### src/rtl/mmio_pkg.sv
// Shared definitions for the MMIO responder: register offsets, FSM states, HEX register format.
// The HEX register format depends on the MMIO_HEX_DECODE_EN build macro.
package mmio_pkg;

  localparam logic [5:0] OFF_LEDR     = 6'h00;
  localparam logic [5:0] OFF_SW       = 6'h04;
  localparam logic [5:0] OFF_KEY      = 6'h08;
  localparam logic [5:0] OFF_KEY_EDGE = 6'h0C;
  localparam logic [5:0] OFF_HEX0     = 6'h10;
  localparam logic [5:0] OFF_HEX5     = 6'h24;

  localparam logic [6:0] SEG_BLANK = 7'h7F;

`ifdef MMIO_HEX_DECODE_EN
  // [3:0] digit, [4] blank
  localparam int unsigned     HEX_W   = 5;
  localparam logic [HEX_W-1:0] HEX_RST = 5'h10;
`else
  localparam int unsigned     HEX_W   = 7;
  localparam logic [HEX_W-1:0] HEX_RST = SEG_BLANK;
`endif

  typedef enum logic {IDLE, RESP} mmio_state_t;

endpackage

### src/rtl/mmio_responder_seg7_decoder.sv
// Hex digit to active-low 7-segment pattern (bit order gfedcba); blank forces all segments off.
module seg7_decoder
  import mmio_pkg::*;
(
  input  logic [3:0] digit,
  input  logic       blank,
  output logic [6:0] seg
);

  always_comb begin
    seg = SEG_BLANK;
    if (!blank) begin
      case (digit)
        4'h0: seg = 7'h40;
        4'h1: seg = 7'h79;
        4'h2: seg = 7'h24;
        4'h3: seg = 7'h30;
        4'h4: seg = 7'h19;
        4'h5: seg = 7'h12;
        4'h6: seg = 7'h02;
        4'h7: seg = 7'h78;
        4'h8: seg = 7'h00;
        4'h9: seg = 7'h10;
        4'hA: seg = 7'h08;
        4'hB: seg = 7'h03;
        4'hC: seg = 7'h46;
        4'hD: seg = 7'h21;
        4'hE: seg = 7'h06;
        default: seg = 7'h0E;
      endcase
    end
  end

endmodule

### src/rtl/mmio_responder.sv
// Memory-mapped LED/HEX/switch/button responder on the hart data port (64-byte window).
// Build macro MMIO_HEX_DECODE_EN selects hardware hex decode for HEX0..HEX5.
module mmio_responder
  import mmio_pkg::*;
#(
  parameter logic [31:0] BASE_ADDR   = 32'h0001_0000,
  parameter int unsigned SYNC_STAGES = 2
) (
  input  logic        clk,
  input  logic        reset,
  input  logic        req_valid,
  output logic        req_ready,
  input  logic        req_write,
  input  logic [31:0] req_addr,
  input  logic [31:0] req_wdata,
  output logic        rsp_valid,
  input  logic        rsp_ready,
  output logic [31:0] rsp_rdata,
  output logic        rsp_error,
  input  logic [9:0]  SW,
  input  logic [3:0]  KEY,
  output logic [9:0]  LEDR,
  output logic [6:0]  HEX0,
  output logic [6:0]  HEX1,
  output logic [6:0]  HEX2,
  output logic [6:0]  HEX3,
  output logic [6:0]  HEX4,
  output logic [6:0]  HEX5
);

  mmio_state_t      state, state_next;
  logic [9:0]       sw_sync  [SYNC_STAGES];
  logic [3:0]       key_sync [SYNC_STAGES];
  logic [3:0]       pressed, pressed_q, key_edge_q, key_clr;
  logic [9:0]       ledr_q;
  logic [HEX_W-1:0] hex_q [6];
  logic [6:0]       hex_seg [6];
  logic [31:0]      rsp_rdata_q, rd_data;
  logic             rsp_error_q, rd_err;
  logic             in_window, accept, wr_en, is_hex;
  logic [5:0]       off;
  logic [2:0]       hex_sel;
  logic             unused_bits;

  assign unused_bits = ^{req_addr[1:0], req_wdata[31:10]};

  assign in_window = (req_addr[31:6] == BASE_ADDR[31:6]);
  assign off       = {req_addr[5:2], 2'b00};
  assign is_hex    = (off >= OFF_HEX0) && (off <= OFF_HEX5);
  assign hex_sel   = 3'(req_addr[5:2] - OFF_HEX0[5:2]);
  assign pressed   = ~key_sync[SYNC_STAGES-1];

  always_ff @(posedge clk or posedge reset) begin
    if (reset) begin
      for (int unsigned i = 0; i < SYNC_STAGES; i++) begin
        sw_sync[i]  <= '0;
        key_sync[i] <= '1;
      end
    end else begin
      sw_sync[0]  <= SW;
      key_sync[0] <= KEY;
      for (int unsigned i = 1; i < SYNC_STAGES; i++) begin
        sw_sync[i]  <= sw_sync[i-1];
        key_sync[i] <= key_sync[i-1];
      end
    end
  end

  // Read mux doubles as the error decode: RO stores and unmapped offsets fail.
  always_comb begin
    rd_data = '0;
    rd_err  = 1'b0;
    if (off == OFF_LEDR) begin
      rd_data = {22'b0, ledr_q};
    end else if (off == OFF_SW) begin
      rd_data = {22'b0, sw_sync[SYNC_STAGES-1]};
      rd_err  = req_write;
    end else if (off == OFF_KEY) begin
      rd_data = {28'b0, pressed};
      rd_err  = req_write;
    end else if (off == OFF_KEY_EDGE) begin
      rd_data = {28'b0, key_edge_q};
    end else if (is_hex) begin
      rd_data = 32'(hex_q[hex_sel]);
    end else begin
      rd_err = 1'b1;
    end
    if (req_write || rd_err) rd_data = '0;
  end

  always_comb begin
    state_next = state;
    req_ready  = 1'b0;
    rsp_valid  = 1'b0;
    accept     = 1'b0;
    case (state)
      IDLE: begin
        req_ready = !(req_valid && !in_window);
        if (req_valid && in_window) begin
          accept     = 1'b1;
          state_next = RESP;
        end
      end
      RESP: begin
        rsp_valid = 1'b1;
        if (rsp_ready) state_next = IDLE;
      end
      default: state_next = IDLE;
    endcase
  end

  always_ff @(posedge clk or posedge reset) begin
    if (reset) state <= IDLE;
    else       state <= state_next;
  end

  assign wr_en   = accept && req_write && !rd_err;
  assign key_clr = (wr_en && off == OFF_KEY_EDGE) ? req_wdata[3:0] : '0;

  always_ff @(posedge clk or posedge reset) begin
    if (reset) begin
      ledr_q      <= '0;
      pressed_q   <= '0;
      key_edge_q  <= '0;
      rsp_rdata_q <= '0;
      rsp_error_q <= 1'b0;
      for (int unsigned i = 0; i < 6; i++) hex_q[i] <= HEX_RST;
    end else begin
      pressed_q  <= pressed;
      // A new edge overrides a same-cycle clear.
      key_edge_q <= (key_edge_q & ~key_clr) | (pressed & ~pressed_q);
      if (accept) begin
        rsp_rdata_q <= rd_data;
        rsp_error_q <= rd_err;
      end
      if (wr_en && off == OFF_LEDR) ledr_q <= req_wdata[9:0];
      if (wr_en && is_hex)          hex_q[hex_sel] <= req_wdata[HEX_W-1:0];
    end
  end

  for (genvar g = 0; g < 6; g++) begin : g_hex
`ifdef MMIO_HEX_DECODE_EN
    seg7_decoder u_dec (
      .digit (hex_q[g][3:0]),
      .blank (hex_q[g][4]),
      .seg   (hex_seg[g])
    );
`else
    assign hex_seg[g] = hex_q[g];
`endif
  end

  assign rsp_rdata = rsp_rdata_q;
  assign rsp_error = rsp_error_q;
  assign LEDR      = ledr_q;
  assign HEX0      = hex_seg[0];
  assign HEX1      = hex_seg[1];
  assign HEX2      = hex_seg[2];
  assign HEX3      = hex_seg[3];
  assign HEX4      = hex_seg[4];
  assign HEX5      = hex_seg[5];

endmodule
### config.mk
export PLATFORM = sky130hd
export DESIGN_NAME = mmio_responder
export DESIGN_NICKNAME = d
export VERILOG_FILES = /design/src/rtl/mmio_pkg.sv /design/src/rtl/mmio_responder_seg7_decoder.sv /design/src/rtl/mmio_responder.sv
export SDC_FILE = /design/constraint.sdc
export NUM_CORES = 1
export LEC_CHECK = 0
export ABC_AREA = 1
export CAP_MARGIN = 20
export CORE_MARGIN = 4
export CORE_UTILIZATION = 65
export DETAILED_ROUTE_END_ITERATION = 7
export DONT_BUFFER_PORTS = 1
export PLACE_DENSITY = 0.92
export SLEW_MARGIN = 10
export SYNTH_ARGS = -nofsm -noshare
export SYNTH_HDL_FRONTEND = slang
export SYNTH_SLANG_ARGS = --single-unit
### constraint.sdc
create_clock -name clk -period 10.1 [get_ports clk]
set_input_delay 2.02 -clock clk [delete_from_list [all_inputs] [get_ports clk]]
set_output_delay 2.02 -clock clk [all_outputs]
set_load 0.02 [all_outputs]
==> impl_results.md <==
* WS Path Type: input pin to output pin
* Hold Path Class: flop to flop
* Num Clock Sinks at 100
* Clock Skew at 10.5 ps
* Port bufs at 0
* WL/cell at 18.7 um
* Vias in the first global route at 3897
* Die W at 94.8 um
* Pwr Density at 144 nW/um^2
* Syn. warnings at 0
* Number of flops mapped to enable cells by yosys at 0
* Post-synth top area cell: dfstp_2
* Worst VDD drop at 0.112 mV
* Vias per cell at 5.81
* Initial core utilization at 0.672
* Synth cell types at 37
* Least-Margin Pin Slew at 832 ps
* Final Max Slew Viols at 0
* Setup Viol. Count Final at 0
* Max-Cap Viols at 0
* Setup crit start: req_addr[7]
* Ranking of synthesized cells by instance count: nand2_1, dfrtp_1, dfstp_2, inv_1, nor2_1
* CTS root buf: clkbuf_8
* Mapped Cells at 579
* Worst-path fanout max at 3
* Total congestion overflow at 0
* Largest net degree at the start of global routing at 52
* Routability congestion estimate at 0.916
* Pwr Total at 0.728 mW
* Hold path start: sw_sync[15]
* CTS tree: built
* RR Startpoint: state
* Synth top area share at 0.268
* # Post-CTS Setup Buffers at 0
* P_leak at 2.48 nW
* Slew margin rel. at 0.443
* Pre-antenna DRT Iters at 7
* Crit path required time at 8080 ps
* Post-Route Setup TNS at 0 ps
* Clock Path Buffers at 2
* Sequential cell area fraction in the yosys report at 0.523
* Arr. time, crit path at 3070 ps
* Unrepaired setup endpoints after global routing: false
* Post-DRT Antenna Nets at 0
* Die area at 8990 sq um
* Initial antenna violation count at 1
* Maximum clock rate at 196 MHz
* Status: finished, final reports clean
* Core box area at 7290 sq um
* Largest cells by area after synthesis: dfstp_2, dfrtp_1, nand2_1, nand4_1, inv_1
* Worst-Skew Late Latency at 370 ps
* Area grow syn2layout at 3.42%
* Final hold vios at 0
* Post-cts resize count at 0
* Num CTS Buffers at 9
* Chip Height at 94.8 um
* DRC viols at 0
* Core Util, Final at 0.695
* Tmin final at 5090 ps
* Most frequent cell after synthesis: nand2_1
* Routed Wire Length at 12700 um
* Total GRT Usage at 0.295
* Flops & latches, synth at 100
* Synth Cell Area at 4900 sq um
* Most common flop cell mapped by yosys: dfstp_2
* Final period util at 0.504
* Crit end category: output pin
* FFs w/ async S/R, synth at 1.00
* CTS clock-pin slew for the worst setup and hold paths at 100 ps
* Nets at 658
* Critical Path Source Type: input pin
* Share of cells above drive strength 1 at 0.174
* Row count at 31
* Detailed Place HPWL at 9330 um
* First-pass GRT wire length at 19900 um
* Initial drt markers at 398
* CTS Hold Buffers Added at 0
* Average size of a mapped cell at 8.46 sq um
* Vias at 3951
* Number of H-tree levels at 3
* # IOs at 170
-- cell families after synthesis --
group / count (synthesis) / synth area share
flops: 100 / 0.523
compound gates: 41 / 0.0531
buf+inv: 93 / 0.0960
simple gates: 344 / 0.327
other cells: 1 / 0.000765
-- final timing paths --
| kind | endpoint | slack (ps) | cells after the start |
|---|---|---|---|
| setup / recovery | req_ready | 5010 | 7 |
| hold / removal | sw_sync[5] | 360 | 0 |
| setup reg to reg | HEX5[6] | 8340 | 6 |
| hold reg to reg | sw_sync[5] | 360 | 0 |
| max in group asynchronous | HEX0[1] | 7460 | 2 |
| min in group asynchronous | sw_sync[5] | 1590 | 1 |
-- critical path, stage by stage --
cell	delay [ps]
nor2_1	180
inv_1	60
nor2_1	100
nand2_1	60
nor2_1	260
nor2_1	70
nor2_1	330
-- per-layer routing --
metal,vias up,global-route usage,wire [um]
li1,1805,-,-
met1,1881,0.352,4560
met2,228,0.483,6260
met3,37,0.0956,1490
met4,0,0.144,418
met5,-,0,0
-- stage by stage --
stage / std cells / setup slack (ps) / hold slack [ps] / cell area (sq um)
3_5_place_dp: 663 / 5020 / 335 / 4860
6_report: 680 / 5010 / 356 / 5070
5_1_grt: 680 / 4870 / 367 / 5070
2_1_floorplan: 600 / 5160 / 331 / 4980
4_1_cts: 679 / 5020 / 357 / 5060
3_3_place_gp: 663 / 5050 / 333 / 4860
-- report_power, final --
part	switching, mW	internal [mW]	leakage [nW]
Clock	0.147	0.118	0.0984
Combinational	0.0428	0.00860	1.24
Sequential	0.00207	0.409	1.14
-- final cells by class --
cell class,count,area [sq um]
sequential,100,2560
clock buffer,9,124
antenna,1,2.50
timing repair buffer,2,15.0
inverter,55,211
fill,581,2220
clock inverter,7,82.6
multi-input combinational,407,1940
tap,99,124
-- registers in the layout, summed over array words and instances (netlist names) --
signal and count:
sw_sync 20, LEDR 10, rsp_rdata 10, key_sync 8
HEX0 7, HEX1 7, HEX2 7, HEX3 7
HEX4 7, HEX5 7, key_edge_q 4, pressed_q 4
rsp_error 1, state 1
-- cells in the final DEF, fill, tap and decap left out, types with 2 or more instances in the layout --
cell / Yosys / routed
dfstp_2: 50 / 50
nor2_2: 2 / 2
o21ai_0: 2 / 2
a22o_1: 3 / 3
clkinvlp_4: 0 / 2
buf_4: 23 / 2
o21ai_1: 11 / 11
o2111ai_1: 2 / 2
a21oi_1: 12 / 12
conb_1: 1 / 22
nand2_2: 2 / 2
nand2_1: 212 / 212
inv_6: 0 / 2
nor2_4: 3 / 3
nand3_1: 27 / 27
nor2_1: 43 / 43
clkbuf_8: 0 / 9
nand4_4: 3 / 3
nand4_1: 39 / 39
inv_1: 50 / 49
dfrtp_1: 50 / 50
o21ai_2: 7 / 7
inv_4: 1 / 2
nand3_4: 2 / 2
o211ai_1: 4 / 4
inv_2: 3 / 3
or2_2: 4 / 4
(Power assumes the default switching activity.)
